**src/rtl/mc_mainfsm.sv**
```systemverilog
// Main control FSM for a multicycle RV32 core: sequences fetch, decode and
// execute steps and drives the datapath mux selects and write enables.
module mc_mainfsm #(
  parameter bit EXT_U    = 1'b1,
  parameter bit EXT_JALR = 1'b1,
  parameter bit MEM_WAIT = 1'b0
) (
  input  logic       clk,
  input  logic       rst_n,
  input  logic [6:0] op,
  input  logic       mem_ready,
  output logic       RegWrite,
  output logic       MemWrite,
  output logic       IRWrite,
  output logic       PCUpdate,
  output logic       Branch,
  output logic       AdrSrc,
  output logic [1:0] ALUSrcA,
  output logic [1:0] ALUSrcB,
  output logic [1:0] ResultSrc,
  output logic [1:0] ALUOp,
  output logic [2:0] ImmSrc,
  output logic       instr_done,
  output logic       illegal
);

  localparam logic [6:0] OP_LOAD   = 7'b0000011;
  localparam logic [6:0] OP_STORE  = 7'b0100011;
  localparam logic [6:0] OP_REG    = 7'b0110011;
  localparam logic [6:0] OP_IMM    = 7'b0010011;
  localparam logic [6:0] OP_BRANCH = 7'b1100011;
  localparam logic [6:0] OP_JAL    = 7'b1101111;
  localparam logic [6:0] OP_JALR   = 7'b1100111;
  localparam logic [6:0] OP_LUI    = 7'b0110111;
  localparam logic [6:0] OP_AUIPC  = 7'b0010111;

  typedef enum logic [3:0] {
    FETCH    = 4'd0,
    DECODE   = 4'd1,
    MEMADR   = 4'd2,
    MEMREAD  = 4'd3,
    MEMWB    = 4'd4,
    MEMWRITE = 4'd5,
    EXECR    = 4'd6,
    EXECI    = 4'd7,
    ALUWB    = 4'd8,
    BRANCH   = 4'd9,
    JAL      = 4'd10,
    JALR     = 4'd11,
    LUI      = 4'd12,
    TRAP     = 4'd13
  } state_e;

  state_e state_q;
  state_e state_d;

  // Without the wait handshake every memory state completes in one cycle.
  logic mem_go;
  assign mem_go = MEM_WAIT ? mem_ready : 1'b1;

  function automatic state_e decode_op(input logic [6:0] opc);
    state_e nxt;
    case (opc)
      OP_LOAD, OP_STORE: nxt = MEMADR;
      OP_REG:            nxt = EXECR;
      OP_IMM:            nxt = EXECI;
      OP_BRANCH:         nxt = BRANCH;
      OP_JAL:            nxt = JAL;
      OP_JALR:           nxt = EXT_JALR ? JALR  : TRAP;
      OP_LUI:            nxt = EXT_U    ? LUI   : TRAP;
      OP_AUIPC:          nxt = EXT_U    ? ALUWB : TRAP;
      default:           nxt = TRAP;
    endcase
    return nxt;
  endfunction

  function automatic logic [2:0] imm_sel(input logic [6:0] opc);
    logic [2:0] sel;
    case (opc)
      OP_LOAD, OP_IMM, OP_JALR: sel = 3'b000;
      OP_STORE:                 sel = 3'b001;
      OP_BRANCH:                sel = 3'b010;
      OP_JAL:                   sel = 3'b011;
      OP_LUI, OP_AUIPC:         sel = 3'b100;
      default:                  sel = 3'b000;
    endcase
    return sel;
  endfunction

  always_ff @(posedge clk or negedge rst_n) begin
    if (!rst_n) begin
      state_q <= FETCH;
    end else begin
      state_q <= state_d;
    end
  end

  always_comb begin
    state_d = state_q;
    case (state_q)
      FETCH:    if (mem_go) state_d = DECODE;
      DECODE:   state_d = decode_op(op);
      MEMADR:   state_d = (op == OP_LOAD) ? MEMREAD : MEMWRITE;
      MEMREAD:  if (mem_go) state_d = MEMWB;
      MEMWB:    state_d = FETCH;
      MEMWRITE: if (mem_go) state_d = FETCH;
      EXECR:    state_d = ALUWB;
      EXECI:    state_d = ALUWB;
      ALUWB:    state_d = FETCH;
      BRANCH:   state_d = FETCH;
      JAL:      state_d = ALUWB;
      JALR:     state_d = JAL;
      LUI:      state_d = ALUWB;
      TRAP:     state_d = TRAP;
      default:  state_d = FETCH;
    endcase
  end

  logic       rw_m, mw_m, ir_m, pc_m, br_m, done_m, ill_m, adr_m;
  logic [1:0] srca_m, srcb_m, res_m, aluop_m;

  always_comb begin
    rw_m    = 1'b0;
    mw_m    = 1'b0;
    ir_m    = 1'b0;
    pc_m    = 1'b0;
    br_m    = 1'b0;
    done_m  = 1'b0;
    ill_m   = 1'b0;
    adr_m   = 1'b0;
    srca_m  = 2'b00;
    srcb_m  = 2'b00;
    res_m   = 2'b00;
    aluop_m = 2'b00;
    case (state_q)
      FETCH: begin
        ir_m   = mem_go;
        pc_m   = mem_go;
        srcb_m = 2'b10;
        res_m  = 2'b10;
      end
      DECODE: begin
        srca_m = 2'b01;
        srcb_m = 2'b01;
      end
      MEMADR: begin
        srca_m = 2'b10;
        srcb_m = 2'b01;
      end
      MEMREAD: adr_m = 1'b1;
      MEMWB: begin
        res_m  = 2'b01;
        rw_m   = 1'b1;
        done_m = 1'b1;
      end
      // MemWrite stays up through a stall; completion only when memory accepts.
      MEMWRITE: begin
        adr_m  = 1'b1;
        mw_m   = 1'b1;
        done_m = mem_go;
      end
      EXECR: begin
        srca_m  = 2'b10;
        aluop_m = 2'b10;
      end
      EXECI: begin
        srca_m  = 2'b10;
        srcb_m  = 2'b01;
        aluop_m = 2'b10;
      end
      ALUWB: begin
        rw_m   = 1'b1;
        done_m = 1'b1;
      end
      BRANCH: begin
        srca_m  = 2'b10;
        aluop_m = 2'b01;
        br_m    = 1'b1;
        done_m  = 1'b1;
      end
      JAL: begin
        srca_m = 2'b01;
        srcb_m = 2'b10;
        pc_m   = 1'b1;
      end
      JALR: begin
        srca_m = 2'b10;
        srcb_m = 2'b01;
      end
      LUI: begin
        srca_m = 2'b11;
        srcb_m = 2'b01;
      end
      TRAP:    ill_m = 1'b1;
      default: ill_m = 1'b0;
    endcase
  end

  // Reset parks the state in FETCH, so enables are masked until rst_n rises.
  assign RegWrite   = rw_m   & rst_n;
  assign MemWrite   = mw_m   & rst_n;
  assign IRWrite    = ir_m   & rst_n;
  assign PCUpdate   = pc_m   & rst_n;
  assign Branch     = br_m   & rst_n;
  assign instr_done = done_m & rst_n;
  assign illegal    = ill_m  & rst_n;
  assign AdrSrc     = adr_m;
  assign ALUSrcA    = srca_m;
  assign ALUSrcB    = srcb_m;
  assign ResultSrc  = res_m;
  assign ALUOp      = aluop_m;
  assign ImmSrc     = imm_sel(op);

endmodule

```
**config.mk**
```make
export PLATFORM = sky130hd
export DESIGN_NAME = mc_mainfsm
export DESIGN_NICKNAME = d
export VERILOG_FILES = /design/src/rtl/mc_mainfsm.sv
export SDC_FILE = /design/constraint.sdc
export NUM_CORES = 1
export LEC_CHECK = 0
export ABC_AREA = 1
export CAP_MARGIN = 40
export CORE_AREA = 2 2 40 42
export DETAILED_ROUTE_END_ITERATION = 10
export DIE_AREA = 0 0 42 44
export PLACE_DENSITY = 0.91
export SLEW_MARGIN = 20
export SYNTH_ARGS = -nofsm -noshare
export SYNTH_HDL_FRONTEND = slang
export SYNTH_SLANG_ARGS = --single-unit
```
**constraint.sdc**
```tcl
create_clock -name clk -period 1.8 [get_ports clk]
set_input_delay 0.18 -clock clk [delete_from_list [all_inputs] [get_ports clk]]
set_output_delay 0.18 -clock clk [all_outputs]
set_load 0.02 [all_outputs]
```
Word level (Yosys, flattened, before mapping)

Index checks and enable logic that the tools add are counted.

Divide/modulo/power cells: 0
Reduce and logical (&&, ||, !) cells: 12
Order comparisons: 0
$add $sub $neg: 0
Shift operators: 0
Bitwise gates (word level): 7
Equality and inequality tests: 22
Multipliers: 0
Mux-type cells: 16

Operators with widths:

| cell                                                                   | number |
|---|---|
| 4-bit case mux with 8 select lines                                     | 1 |
| 4-bit case mux with 7 select lines                                     | 1 |
| 4-bit equality test (second input constant)                            | 6 |
| 7-bit by 6-bit equality test with 1-bit output (second input constant) | 3 |
| 7-bit equality test (second input constant)                            | 3 |
| 4-bit by 3-bit equality test with 1-bit output (second input constant) | 4 |
| 7-bit by 5-bit equality test with 1-bit output (second input constant) | 2 |
| 2-bit OR reduction                                                     | 7 |
| 2-bit case mux with 2 select lines                                     | 3 |
| 3-bit case mux with 4 select lines                                     | 1 |
| 5-bit OR reduction                                                     | 2 |
| 4-bit by 2-bit equality test with 1-bit output (second input constant) | 2 |
| 1-bit 2-to-1 mux                                                       | 8 |
| 4-bit OR reduction                                                     | 2 |
| 1-bit bitwise AND                                                      | 7 |
| 7-bit by 2-bit equality test with 1-bit output (second input constant) | 1 |
| 2-bit case mux with 3 select lines                                     | 1 |
| 4-bit by 1-bit equality test with 1-bit output (second input constant) | 1 |
| 4-bit logical NOT                                                      | 1 |
| 3-bit 2-to-1 mux                                                       | 1 |

Logic and storage cells: 58
Bits in writable memories: 0
Input bits: 10
Memories kept: 0
Bits in read-only memories: 0
Output and inout port bits: 19
Bits in latches: 0
Flip-flop bits (word level): 4

Depth between registers and ports, before layout

Gate-level depths: netlist (run 1).

Depth in word-level cells: 4
Depth in mapped cells: 9

Worst setup path after synthesis (run 1)

Ideal clock, no wire load.

Path kind: reg2out
Start: reg state_q[3]
End: out PCUpdate
Data required time: 1.620 ns
Slack: 0.275 ns
Data arrival time: 1.345 ns
Cell stages (with the launch flop): 6
Buffers on the path: 0
Cell sequence: dfrtp_1 nor2_2 inv_1 nor2_2 inv_1 a21oi_1

Longest elaborated chain between the ends: 4
Elaborated cells on any way between the ends: 5
Those cells by class: eq/ne: 1; mux: 1; bitwise: 1; reduce/logical: 2

RTL lines:

| item                                                            | RTL line | RTL |
|---|---|---|
| start: declaration                                              | 54       | `state_e state_q;` |
| start signal: assignment                                        | 94       | `state_q <= state_d;` |
| 4-bit equality test / 4-bit logical NOT (equally long branches) | 135      | `case (state_q)` |
| 2-bit OR reduction (no source line) *                           | -        |  |
| 1-bit 2-to-1 mux *                                              | 135      |  |
| 1-bit bitwise AND *                                             | 203      | `assign PCUpdate = pc_m & rst_n;` |
| end: declaration                                                | 15       | `output logic PCUpdate,` |

Mark *: on every way between the ends. The rest lies on a longest branch, timed or not.

Worst setup path in the final report (run 1)

Start: reg state_q[1]
End: out Branch

Longest elaborated chain between the ends: 3

RTL lines:

| item                | RTL line | RTL |
|---|---|---|
| 4-bit equality test | 135      |  |
| 1-bit 2-to-1 mux    | 135      |  |
| 1-bit bitwise AND   | 204      | `assign Branch = br_m & rst_n;` |
| end: declaration    | 16       | `output logic Branch,` |

No other way between the ends.

==> impl_metrics.env, run 1 <==
export IMPL_synth_largest_area_cell="nand2_1"
export IMPL_n_fill_cell=153
export IMPL_antenna_found_initial=0
export IMPL_synth_edf_count=0
export IMPL_post_dp_hpwl_um=1420
export IMPL_powerDensity_mw_per_mm2=1190
export IMPL_synth_xor_area_frac=0
export IMPL_synth_cells=104
export IMPL_worstSetupPathType="register to output pin"
export IMPL_postRouteWirelength_um=1630
export IMPL_cts_buffer_depth=2
export IMPL_overflow=0
export IMPL_synth_fa_ha_area_frac=0
export IMPL_synth_warnings=0
export IMPL_synth_mux_area_frac=0
export IMPL_antenna_left=0
export IMPL_tritoncts="built"
export IMPL_synthTopCellsByArea="nand2_1, dfrtp_1, inv_1"
export IMPL_max_slew_margin=0.849
export IMPL_avgSynthCellArea_um2=5.27
export IMPL_yosys_top_cells_count="nand2_1, inv_1, nor2_1"
export IMPL_grt_max_degree=8
export IMPL_power_switching_uw=585
export IMPL_fin_tns_setup_ns=0
export IMPL_dpl_cell_area_um2=898
export IMPL_die_h_um=44
export IMPL_rrSetupSlack_ns=0.61
export IMPL_ff_latch_area_um2=100
export IMPL_rsz0062_at_grt="false"
export IMPL_final_cell_area_um2=878
export IMPL_synth_distinct_cells=17
export IMPL_vias=769
export IMPL_largestRegisters="state_q (4)"
export IMPL_place_gp_congestion=0.862
export IMPL_drive_gt1_frac=0.197
export IMPL_ioPinCount=29
export IMPL_holdWs_ns=0.228
export IMPL_io_buffers=27
export IMPL_regMostFlops="state_q"
export IMPL_multi_input_area_um2=362
export IMPL_cp_start_kind="register"
export IMPL_clk_pin_slew_ns=0.04
export IMPL_drt_initial_drc_count=15
export IMPL_p_comb_frac=0.735
export IMPL_synth_simple_area_share=0.564
export IMPL_netSwitchingFraction=0.559
export IMPL_clock_skew_ns=0.00926
export IMPL_root_buffer="clkbuf_4"
export IMPL_seq_power_share=0.155
export IMPL_synth_net_count=114
export IMPL_tightestPinTransition_ns=0.224
export IMPL_synth_seq_cells=4
export IMPL_grt_pass1_vias=750
export IMPL_setup_viol=0
export IMPL_finalCriticalPeriod_ns=1.70
export IMPL_ys_flop_type="dfrtp_1"
export IMPL_gr_usage_all_layers=0.209
export IMPL_clock_sinks=4
export IMPL_hold_viol=0
export IMPL_die_w_um=42
export IMPL_power_internal_uw=462
export IMPL_power_mw=1.05
export IMPL_status="completed"
export IMPL_synth_most_common_cell="nand2_1"
export IMPL_drc=0
export IMPL_wl_per_cell_um=10.3
export IMPL_vias_per_cell=4.87
export IMPL_grt_pass1_wl_um=2870
export IMPL_critPathCaptureType="output pin"
export IMPL_critPathArrivalTime_ns=1.52
export IMPL_p_leak_nw=0.531
export IMPL_coreArea_mm2=0.00142
export IMPL_synthArstFlopShare=1.00
export IMPL_clkPwrFrac=0.111
export IMPL_initial_core_util=0.386
export IMPL_utilization=0.619
export IMPL_peakVddDrop_v=0.000465
export IMPL_area_growth_pct=60.3
export IMPL_hold_path_class="input port to asynchronous set/reset pin"
export IMPL_synth_top_family_by_area="simple AND/OR/NAND/NOR gates"
export IMPL_ys_seq_area_frac=0.183
export IMPL_htreeDepth=1
export IMPL_drtPass1Iterations=4
export IMPL_antennaDiodeCount=0
export IMPL_critPathRequiredTime_ns=1.62
export IMPL_fmax_mhz=588
export IMPL_clk_latency_ns=0.25
export IMPL_syn_area_um2=548
export IMPL_final_max_slew_viol_count=0
export IMPL_fin_crit_sh=0.945
export IMPL_fin_nets=154
export IMPL_numCtsBuffers=3
export IMPL_row_count=14
export IMPL_maxCapViolations=0
export IMPL_largest_register_ffs=4
export IMPL_synth_compound_area_frac=0.0959
export IMPL_cp_max_fo=5
export IMPL_synth_top_cell_area_share=0.205
export IMPL_die_area_mm2=0.00185
[layer usage]
metal | GRT usage | wire (um) | vias up
met4 | 0.161 | 59 | 0
met5 | 0 | 0 | -
met3 | 0.0250 | 114 | 6
li1 | - | - | 393
met2 | 0.419 | 903 | 43
met1 | 0.188 | 553 | 327
[path summary, 6_finish.rpt]
check	from	to	depth (start not counted)
setup / recovery	state_q[1]$_DFF_PN0_	Branch	6
hold / removal	rst_n	state_q[0]$_DFF_PN0_	2
setup reg to reg	state_q[3]$_DFF_PN0_	state_q[3]$_DFF_PN0_	6
hold reg to reg	state_q[0]$_DFF_PN0_	state_q[0]$_DFF_PN0_	3
max in group asynchronous	rst_n	state_q[2]$_DFF_PN0_	2
min in group clk	state_q[0]$_DFF_PN0_	state_q[0]$_DFF_PN0_	3
[cell usage in the layout, fill, tap and decap left out]
cell type | Yosys | routed
a21oi_1 | 2 | 2
dlygate4sd2_1 | 0 | 10
and2_1 | 1 | 1
o21ai_1 | 1 | 1
clkdlybuf4s15_1 | 0 | 3
nand3_1 | 7 | 7
nor2_4 | 3 | 3
nand2_1 | 30 | 30
nor2_2 | 6 | 6
clkbuf_2 | 0 | 6
a31oi_1 | 1 | 1
o21ai_0 | 3 | 3
nor3_1 | 2 | 2
inv_1 | 21 | 21
nand4_1 | 1 | 1
dfrtp_1 | 4 | 4
buf_4 | 0 | 8
o2111ai_1 | 1 | 1
clkbuf_4 | 0 | 3
nor2_1 | 18 | 18
o211ai_1 | 1 | 1
inv_2 | 2 | 2
clkdlybuf4s50_1 | 0 | 8
[timing repair]
action,4_1_cts,5_1_grt
buffers inserted,0,0
gates resized for setup,20,15
endpoints found under the hold margin,0,0
setup endpoints to repair,19,9
hold buffers,0,0
[power groups by stage]
stage	combinational [mW]	clock, mW	sequential, mW
2_1_floorplan	0.512	0	0.154
3_3_place_gp	0.851	0	0.158
3_5_place_dp	0.878	0	0.161
4_1_cts	0.785	0.120	0.160
5_1_grt	0.845	0.121	0.168
6_report	0.770	0.116	0.162
[kinds of logic after synthesis]
| kind of cell | Yosys count |
|---|---|
| compound gates | 9 |
| buf+inv | 23 |
| simple gates | 68 |
| flops | 4 |
[metrics by stage]
| step | instances | setup WS (ns) |
|---|---|---|
| after global placement | 155 | -0.0512 |
| after detailed placement | 155 | -0.0635 |
| after floorplan | 104 | 0.275 |
| final | 158 | 0.0983 |
| after CTS | 158 | 0.0162 |
| after global routing | 158 | 0.00310 |
[worst max-delay path: stages (launching register included)]
cell             delay [ns]
dfrtp_1                0.42
nor2_2                 0.19
inv_2                  0.08
nor2_4                 0.11
inv_1                  0.07
nor2_1                 0.09
clkdlybuf4s15_1        0.31
[layout make-up]
| class | instances | area share |
|---|---|---|
| multi-input combinational | 77 | 0.412 |
| tap | 16 | 0.0228 |
| clock buffer | 3 | 0.0256 |
| sequential | 4 | 0.114 |
| inverter | 23 | 0.0983 |
| timing repair buffer | 35 | 0.328 |
Note: power is estimated with default switching activity, not from simulation.
==> inputs of run 2 (changes only) <==
- CORE_AREA: 2 2 40 42 -> 4 4 42 44
- DIE_AREA: 0 0 42 44 -> 0 0 46 48
==> impl_metrics.env, run 2 (synthesis gave the netlist of run 1 again) <==
export IMPL_finalCriticalPeriod_ns=1.68
export IMPL_path_depth=5
export IMPL_root_buffer="clkbuf_4"
export IMPL_status="completed"
export IMPL_fin_nets=156
export IMPL_hold_path_class="input port to asynchronous set/reset pin"
export IMPL_postRouteWirelength_um=1540
export IMPL_place_gp_congestion=0.924
export IMPL_power_switching_uw=572
export IMPL_maxCapViolations=0
export IMPL_tightestPinTransition_ns=0.234
export IMPL_overflow=0
export IMPL_ff_latch_area_um2=100
export IMPL_drc=0
export IMPL_hold_viol=0
export IMPL_tritoncts="built"
export IMPL_largest_register_ffs=4
export IMPL_multi_input_area_um2=362
export IMPL_cpMaxStageDelayCell="dfrtp_1"
export IMPL_pre_cts_ws_ns=-0.0913
export IMPL_max_stage_delay_ns=0.41
export IMPL_clkPwrFrac=0.111
export IMPL_drive_gt1_frac=0.222
export IMPL_final_cell_mix="nand2_1, inv_1, nor2_1"
export IMPL_regMostFlops="state_q"
export IMPL_max_slew_margin=0.842
export IMPL_cts_buffer_depth=2
export IMPL_cp_num_buf_inv=2
export IMPL_final_common_cell="nand2_1"
export IMPL_vias=760
export IMPL_fin_crit_sh=0.934
export IMPL_worstSetupPathType="register to output pin"
export IMPL_setup_viol=0
export IMPL_p_comb_frac=0.733
export IMPL_die_area_mm2=0.00221
export IMPL_ff2ff_path_depth=8
export IMPL_gr_usage_all_layers=0.160
export IMPL_clk_latency_ns=0.24
export IMPL_critPathArrivalTime_ns=1.50
export IMPL_antennaDiodeCount=0
export IMPL_clock_skew_ns=0.00504
export IMPL_seq_power_share=0.155
export IMPL_area_growth_pct=61.0
export IMPL_initial_core_util=0.382
export IMPL_grt_pass1_vias=720
export IMPL_powerDensity_mw_per_mm2=1170
export IMPL_cpLargestDelayFamily="simple AND/OR/NAND/NOR gates"
export IMPL_row_count=14
export IMPL_cp_max_fo=5
export IMPL_vias_per_cell=4.75
export IMPL_p_leak_nw=0.543
export IMPL_cp_start_kind="register"
export IMPL_netSwitchingFraction=0.555
export IMPL_drt_initial_drc_count=12
export IMPL_grt_pass1_wl_um=2570
export IMPL_worstPathCellList="inv_1, nor2_2, nand3_1, nand2_1, dlygate4sd2_1"
export IMPL_post_dp_hpwl_um=1360
export IMPL_fin_ws_ns=0.118
export IMPL_final_max_slew_viol_count=0
export IMPL_peakVddDrop_v=0.000406
export IMPL_die_w_um=46
export IMPL_dpl_cell_area_um2=913
export IMPL_grt_max_degree=8
export IMPL_die_h_um=48
export IMPL_htreeDepth=1
export IMPL_rsz0062_at_grt="false"
export IMPL_clock_sinks=4
export IMPL_critPathRequiredTime_ns=1.62
export IMPL_cts_setup_buffers=0
export IMPL_ioPinCount=29
export IMPL_critPathCaptureType="output pin"
export IMPL_final_cell_area_um2=882
export IMPL_clk_pin_slew_ns=0.04
export IMPL_drtPass1Iterations=4
export IMPL_holdWs_ns=0.227
export IMPL_antenna_found_initial=0
export IMPL_fmax_mhz=595
export IMPL_wl_per_cell_um=9.63
export IMPL_n_fill_cell=160
export IMPL_largestRegisters="state_q (4)"
export IMPL_numCtsBuffers=3
export IMPL_coreArea_mm2=0.00144
export IMPL_io_buffers=27
export IMPL_antenna_left=0
export IMPL_power_internal_uw=459
==> run 2: cell types whose count changed in the layout (fill, tap and decap cells not counted), sizes merged <==
cell,before,now
buf,8,10
clkbuf,9,11
clkdlybuf4s15,3,0
dlygate4sd2,10,11
==> run 2: routing by layer <==
metal | track usage | up-vias | part of all wire
li1 | - | 402 | -
met4 | 0.102 | 0 | 0.026
met1 | 0.149 | 322 | 0.35
met2 | 0.327 | 32 | 0.54
met3 | 0.0150 | 4 | 0.087
met5 | 0 | - | 0
==> run 2: power by group through the flow <==
stage / clock network (mW) / logic (mW) / registers, mW
floorplan: 0 / 0.512 / 0.154
global placement: 0 / 0.857 / 0.158
CTS: 0.119 / 0.784 / 0.160
detailed placement: 0 / 0.879 / 0.160
finish: 0.115 / 0.756 / 0.160
global route: 0.129 / 0.845 / 0.167
==> run 2: worst reg2reg max path: stages (launching register included) <==
cell and delay (ns):
dfrtp_1 0.42, nor2_2 0.16, nand2_1 0.09, nor2_2 0.11
buf_4 0.12, inv_1 0.03, nor2_1 0.09, nor2_1 0.05
nand2_1 0.05
==> run 2: area by class of cell <==
type	count	area share
Multi-Input combinational cell	77	0.410
Sequential cell	4	0.113
Tap cell	16	0.0227
Timing Repair Buffer	37	0.330
Inverter	23	0.0979
Clock buffer	3	0.0255
==> run 2: stage by stage <==
step	std cells	power (mW)	utilization	setup TNS, ns
after floorplan	104	0.666	-	0
after global placement	157	1.01	0.636	-0.0708
after detailed placement	157	1.04	0.636	-0.175
after CTS	160	1.06	0.635	0
after global routing	160	1.14	0.614	0
final	160	1.03	0.614	0
==> run 2: timing repair <==
item / CTS / global route
pin swaps: 0 / 0
hold endpoints to repair: 0 / 0
gates resized for setup: 19 / 17
hold buffers: 0 / 0
setup endpoints to repair: 19 / 8
==> run 2: path summary, 6_finish.rpt <==
| kind | slack (ns) | to | start |
|---|---|---|---|
| worst min register to register | 0.69 | state_q[0]$_DFF_PN0_ | state_q[0]$_DFF_PN0_ |
| min in group clk | 0.69 | state_q[0]$_DFF_PN0_ | state_q[0]$_DFF_PN0_ |
| worst max register to register | 0.63 | state_q[2]$_DFF_PN0_ | state_q[3]$_DFF_PN0_ |
| worst min-delay path | 0.23 | state_q[2]$_DFF_PN0_ | rst_n |
| max in group asynchronous | 1.47 | state_q[0]$_DFF_PN0_ | rst_n |
| worst max-delay path | 0.12 | ALUSrcB[1] | state_q[3]$_DFF_PN0_ |
